## src/rtl/rip_ro_pkg.sv

```systemverilog
// Shared types and sizing helpers for the ring-oscillator edge counter.
package rip_ro_pkg;

    typedef enum logic [1:0] {
        IDLE,
        WARMUP,
        MEASURE,
        REPORT
    } ro_cnt_state_t;

    // Counter width able to index 0..n-1; never narrower than one bit.
    function automatic int unsigned cnt_width(int unsigned n);
        return (n > 1) ? $clog2(n) : 1;
    endfunction

endpackage

```

## src/rtl/rip_sync_edge.sv

```systemverilog
// Flop-chain synchronizer for an asynchronous input plus rising-edge detection.
module rip_sync_edge #(
    parameter int unsigned STAGES = 2
) (
    input  logic clk,
    input  logic rstn,
    input  logic d_i,
    output logic sync_o,
    output logic rise_o
);

    logic [STAGES-1:0] chain_q, chain_d;
    logic              prev_q, prev_d;

    always_comb begin
        chain_d = {chain_q[STAGES-2:0], d_i};
        prev_d  = chain_q[STAGES-1];
        sync_o  = chain_q[STAGES-1];
        rise_o  = chain_q[STAGES-1] & ~prev_q;
    end

    always_ff @(posedge clk or negedge rstn) begin
        if (!rstn) begin
            chain_q <= '0;
            prev_q  <= 1'b0;
        end else begin
            chain_q <= chain_d;
            prev_q  <= prev_d;
        end
    end

endmodule

```

## src/rtl/rip_ro_counter.sv

```systemverilog
// Ring-oscillator frequency counter: gates the oscillator, counts synchronized
// rising edges over a fixed window and reports the count via valid/ready.
module rip_ro_counter
    import rip_ro_pkg::*;
#(
    parameter int unsigned WINDOW_CYCLES = 1024,
    parameter int unsigned COUNT_WIDTH   = 16,
    parameter int unsigned SYNC_STAGES   = 2
) (
    input  logic                   clk,
    input  logic                   rstn,
    input  logic                   ro_i,
    output logic                   ro_en_o,
    input  logic                   start_i,
    input  logic                   continuous_i,
    output logic                   busy_o,
    output logic                   valid_o,
    input  logic                   ready_i,
    output logic [COUNT_WIDTH-1:0] count_o,
    output logic                   overflow_o
);

    localparam int unsigned WIN_W  = cnt_width(WINDOW_CYCLES);
    localparam int unsigned WARM_W = cnt_width(SYNC_STAGES + 1);
    localparam logic [WIN_W-1:0]  WIN_LAST  = WIN_W'(WINDOW_CYCLES - 1);
    localparam logic [WARM_W-1:0] WARM_LAST = WARM_W'(SYNC_STAGES);

    ro_cnt_state_t          state_q, state_d;
    logic [WARM_W-1:0]      warm_q, warm_d;
    logic [WIN_W-1:0]       win_q, win_d;
    logic [COUNT_WIDTH-1:0] cnt_q, cnt_d, cnt_inc;
    logic                   ovf_q, ovf_d, ovf_inc;
    logic [COUNT_WIDTH-1:0] count_q, count_d;
    logic                   overflow_q, overflow_d;
    logic                   valid_q, valid_d;
    logic                   ro_sync, ro_rise, edge_hit;

    rip_sync_edge #(
        .STAGES (SYNC_STAGES)
    ) u_sync_edge (
        .clk    (clk),
        .rstn   (rstn),
        .d_i    (ro_i),
        .sync_o (ro_sync),
        .rise_o (ro_rise)
    );

    assign edge_hit = ro_rise & ro_sync;

    // Saturating increment: stick at all-ones and flag the overflow.
    always_comb begin
        cnt_inc = cnt_q;
        ovf_inc = ovf_q;
        if (edge_hit) begin
            if (&cnt_q) begin
                ovf_inc = 1'b1;
            end else begin
                cnt_inc = cnt_q + 1'b1;
            end
        end
    end

    always_comb begin
        state_d    = state_q;
        warm_d     = warm_q;
        win_d      = win_q;
        cnt_d      = cnt_q;
        ovf_d      = ovf_q;
        count_d    = count_q;
        overflow_d = overflow_q;
        valid_d    = valid_q;
        ro_en_o    = 1'b0;
        unique case (state_q)
            IDLE: begin
                if (start_i) begin
                    state_d = WARMUP;
                    warm_d  = '0;
                end
            end
            WARMUP: begin
                ro_en_o = 1'b1;
                cnt_d   = '0;
                ovf_d   = 1'b0;
                win_d   = '0;
                if (warm_q == WARM_LAST) begin
                    state_d = MEASURE;
                end else begin
                    warm_d = warm_q + 1'b1;
                end
            end
            MEASURE: begin
                ro_en_o = 1'b1;
                cnt_d   = cnt_inc;
                ovf_d   = ovf_inc;
                if (win_q == WIN_LAST) begin
                    count_d    = cnt_inc;
                    overflow_d = ovf_inc;
                    valid_d    = 1'b1;
                    state_d    = REPORT;
                end else begin
                    win_d = win_q + 1'b1;
                end
            end
            REPORT: begin
                ro_en_o = continuous_i;
                if (ready_i) begin
                    valid_d = 1'b0;
                    if (continuous_i) begin
                        // Synchronizer stayed live, so no warm-up is needed.
                        state_d = MEASURE;
                        cnt_d   = '0;
                        ovf_d   = 1'b0;
                        win_d   = '0;
                    end else begin
                        state_d = IDLE;
                    end
                end
            end
            default: state_d = IDLE;
        endcase
    end

    always_ff @(posedge clk or negedge rstn) begin
        if (!rstn) begin
            state_q    <= IDLE;
            warm_q     <= '0;
            win_q      <= '0;
            cnt_q      <= '0;
            ovf_q      <= 1'b0;
            count_q    <= '0;
            overflow_q <= 1'b0;
            valid_q    <= 1'b0;
        end else begin
            state_q    <= state_d;
            warm_q     <= warm_d;
            win_q      <= win_d;
            cnt_q      <= cnt_d;
            ovf_q      <= ovf_d;
            count_q    <= count_d;
            overflow_q <= overflow_d;
            valid_q    <= valid_d;
        end
    end

    assign busy_o     = (state_q != IDLE);
    assign valid_o    = valid_q;
    assign count_o    = count_q;
    assign overflow_o = overflow_q;

endmodule
```

## config.mk

```make
export PLATFORM = sky130hd
export DESIGN_NAME = rip_ro_counter
export DESIGN_NICKNAME = d
export VERILOG_FILES = /design/src/rtl/rip_ro_pkg.sv /design/src/rtl/rip_sync_edge.sv /design/src/rtl/rip_ro_counter.sv
export SDC_FILE = /design/constraint.sdc
export NUM_CORES = 1
export LEC_CHECK = 0
export CELL_PAD_IN_SITES_DETAIL_PLACEMENT = 1
export CELL_PAD_IN_SITES_GLOBAL_PLACEMENT = 1
export CORE_MARGIN = 1
export CORE_UTILIZATION = 44
export DETAILED_ROUTE_END_ITERATION = 10
export GPL_TIMING_DRIVEN = 1
export PLACE_DENSITY = 0.8
export SLEW_MARGIN = 5
export SYNTH_ARGS = -nofsm -noshare
export SYNTH_HDL_FRONTEND = slang
export SYNTH_SLANG_ARGS = --single-unit
```

## constraint.sdc

```tcl
create_clock -name clk -period 2.6 [get_ports clk]
set_input_delay 0.52 -clock clk [delete_from_list [all_inputs] [get_ports clk]]
set_output_delay 0.52 -clock clk [all_outputs]
set_load 0.005 [all_outputs]
```

==> metrics.md, run 1 <==
| Metric | Value |
|---|---|
| CTS resizes | 0 |
| Synth unique cells | 46 |
| Number of inserted diodes | 0 |
| P per Cell Area | 446 mW/mm2 |
| Initial Utilization | 0.458 |
| Worst Path Required | 2080 ps |
| DRT Wirelength | 6.61 mm |
| Setup Buffers After CTS | 0 |
| DP Wirelength | 4.74 mm |
| Worst VDD drop | 0.245 mV |
| Leak pwr | 1.41 nW |
| DIE AREA | 0.00698 mm2 |
| Final Hold Fails | 0 |
| Top-count cell post-synth | dfrtp_1 |
| Synth Flop Type | dfrtp_1 |
| H-Tree Depth | 2 |
| CTS buffer count | 5 |
| Max cap viols | 0 |
| Core footprint | 0.00639 mm2 |
| Setup violators final | 0 |
| Synth Net Count | 340 |
| Clock buffer depth | 2 |
| Pre-antenna DRT Iters | 4 |
| Avg Cell Area, Syn | 8.98 um2 |
| Clock Skew | 4.76 ps |
| Vias | 2494 |
| Number of fill cells | 747 |
| Reg2Reg Depth | 5 |
| CTS sink cnt | 52 |
| Post-synth ARST share | 1.00 |
| Hold-fix buffer count after cts | 0 |
| CTS Root Cell | clkbuf_8 |
| Row cnt | 29 |
| P&R area growth vs syn | 15.5% |
| Outcome | complete, no violations |
| Setup TNS | 0 ps |
| Placed inst area | 0.00329 mm2 |
| CP arrival | 1770 ps |
| Min Hold Slack | 196 ps |
| Initial antenna violation count | 0 |
| EDFF count, synth | 0 |
| RSZ-0062 raised after global routing | no |
| Largest net degree at the start of global routing | 53 |
| Vias per Instance | 5.85 |
| Synth area leader | dfrtp_1 |
| Ports | 26 |
| Layout cell share with drive strength beyond 1 | 0.0774 |
| Syn Std Cell Area | 0.00293 mm2 |
| Reg-to-reg endpoint | valid_o |
| Final Power | 1.51 mW |
| Post-Layout Inst Area | 0.00338 mm2 |
| 1st-iter DRT viols | 120 |
| Clock latency on the worst-skew pair | 300 ps |
| RePlAce Congestion | 0.784 |
| TritonCTS clock tree | done |
| Slew @ Worst Pin | 614 ps |
| Max_slew headroom | 0.587 |
| Worst setup SP type | register |
| Total gr overflow | 0 |
| First-pass GRT wire length | 11.7 mm |
| Worst Hold Class | in2async |
| Reg2reg setup slack | 560 ps |
| DIE HEIGHT | 83.6 um |
| Final min period | 2290 ps |
| Most frequent cells after synthesis | 52 x dfrtp_1, 43 x nor2_1, 34 x a21oi_1, 30 x nand2_1, 23 x o21ai_0 |
| Final worst path period share | 0.880 |
| Wirelength per Cell | 15.5 um |
| Global-route usage over all layers | 0.203 |
| Syn Inst Count | 326 |
| Critical path endpoint category | output port |
| Synth top area share | 0.445 |
| Nets | 362 |
| Slew Viols, Final | 0 |
| Fmax | 437 MHz |
| Reg clk slew, reported paths | 90 ps |
| Synthesized flop and latch total | 52 |
| Horiz. Die Dim | 83.6 um |
| Crit Path Class | reg2out |
| Sequential-to-total area share from yosys stat | 0.445 |
| Vias in the first global route | 2468 |
| Area contributors post-synth | dfrtp_1 44%, a21oi_1 5.8%, nor2_1 5.5% |
| Detail Route Antenna Nets | 0 |
| Yosys Warn Count | 0 |
| Crit Path Max Fanout | 5 |
| Port Buffer Count | 25 |
| Detailed-route DRC error count | 0 |
| Worst reg2reg startpoint | win_q[0] |
## flip-flops by register name (all words and copies together) (netlist names)
register             count
win_q                   10
valid_o                  1
count_o                 16
cnt_q                   16
warm_q                   2
state_q                  2
u_sync_edge.chain_q      2
overflow_o               1
ovf_q                    1
u_sync_edge.prev_q       1
## worst max path at each step
stage / start / to
2_1_floorplan: state_q[0] / count_o[4]
3_3_place_gp: continuous_i / ro_en_o
3_5_place_dp: continuous_i / ro_en_o
4_1_cts: state_q[0] / ro_en_o
5_1_grt: state_q[0] / ro_en_o
6_report: state_q[0] / ro_en_o
## placed cells by master (no fill, tap or decap), drive strengths merged, types with 6 or more instances in the layout
cell           synthesis  routed
xnor2                  6       6
nand4                 10      10
clkdlybuf4s50          0      24
buf                    6      10
nand3                 14      14
inv                    8       8
nand2                 30      30
a21oi                 34      34
mux2i                  8       8
nor2                  43      43
dfrtp                 52      52
nor4                   9       9
ha                     8       8
clkbuf                13       8
nor3                   9       9
o21ai                 24      24
## cell families after synthesis
family,count (synthesis),synth area share
AOI/OAI and AO/OA,86,0.178
xor gates and xnor gates,11,0.0329
adders and majority gates,8,0.0342
buffers and inverters,27,0.0372
DFF,52,0.445
muxes,8,0.0274
and+or+nand+nor,134,0.245
## stage by stage
step                std cells   util  setup slack [ps]
floorplan                 326      -               707
global placement          418  0.515               411
detailed placement        418  0.515               395
CTS                       426  0.529               279
global route              426  0.529               209
finish                    426  0.529               313
## routing by layer
metal / global-route usage / share of wire / up-vias / routed length, um
met5: 0 / 0 / - / 0
met3: 0.0396 / 0.024 / 7 / 161
li1: - / - / 1225 / -
met2: 0.355 / 0.50 / 32 / 3310
met4: 0.0416 / 0.0085 / 0 / 56
met1: 0.263 / 0.47 / 1230 / 3080
## power by group
group          internal, mW  leakage, nW  switching, mW  total, mW
clock                 0.218       0.0455          0.261      0.479
sequential            0.839        0.683         0.0576      0.897
combinational        0.0618        0.683         0.0702      0.132
## worst max-delay path: stages (launching register included)
cell,delay (ps)
dfrtp_1,430
inv_1,110
ha_1,300
a21oi_1,40
nor2_1,90
clkdlybuf4s50_1,500
## area by class of cell
type                            count  area (um2)  area share
Inverter                            8        30.0     0.00888
Sequential cell                    52        1300       0.385
Multi-Input combinational cell    247        1530       0.451
Clock buffer                        8        90.1      0.0266
Tap cell                           77        96.3      0.0285
Timing Repair Buffer               34         338      0.0999
No activity file was read; power rests on OpenSTA's default activity.
==> run 2, diff against run 1 <==
--- a/config.mk
+++ b/config.mk
@@ -5,6 +5,7 @@
 export SDC_FILE = /design/constraint.sdc
 export NUM_CORES = 1
 export LEC_CHECK = 0
+export CAP_MARGIN = 0
 export CELL_PAD_IN_SITES_DETAIL_PLACEMENT = 1
 export CELL_PAD_IN_SITES_GLOBAL_PLACEMENT = 1
 export CORE_MARGIN = 1
==> results of run 2 <==
The final DEF is identical to that of run 1; final timing and power are the same.
==> run 3, diff against run 2 <==
--- a/config.mk
+++ b/config.mk
@@ -8,7 +8,6 @@
 export CAP_MARGIN = 0
 export CELL_PAD_IN_SITES_DETAIL_PLACEMENT = 1
 export CELL_PAD_IN_SITES_GLOBAL_PLACEMENT = 1
-export CORE_MARGIN = 1
 export CORE_UTILIZATION = 44
 export DETAILED_ROUTE_END_ITERATION = 10
 export GPL_TIMING_DRIVEN = 1
==> results of run 3 <==
The final DEF is identical to that of run 1; final timing and power are the same.
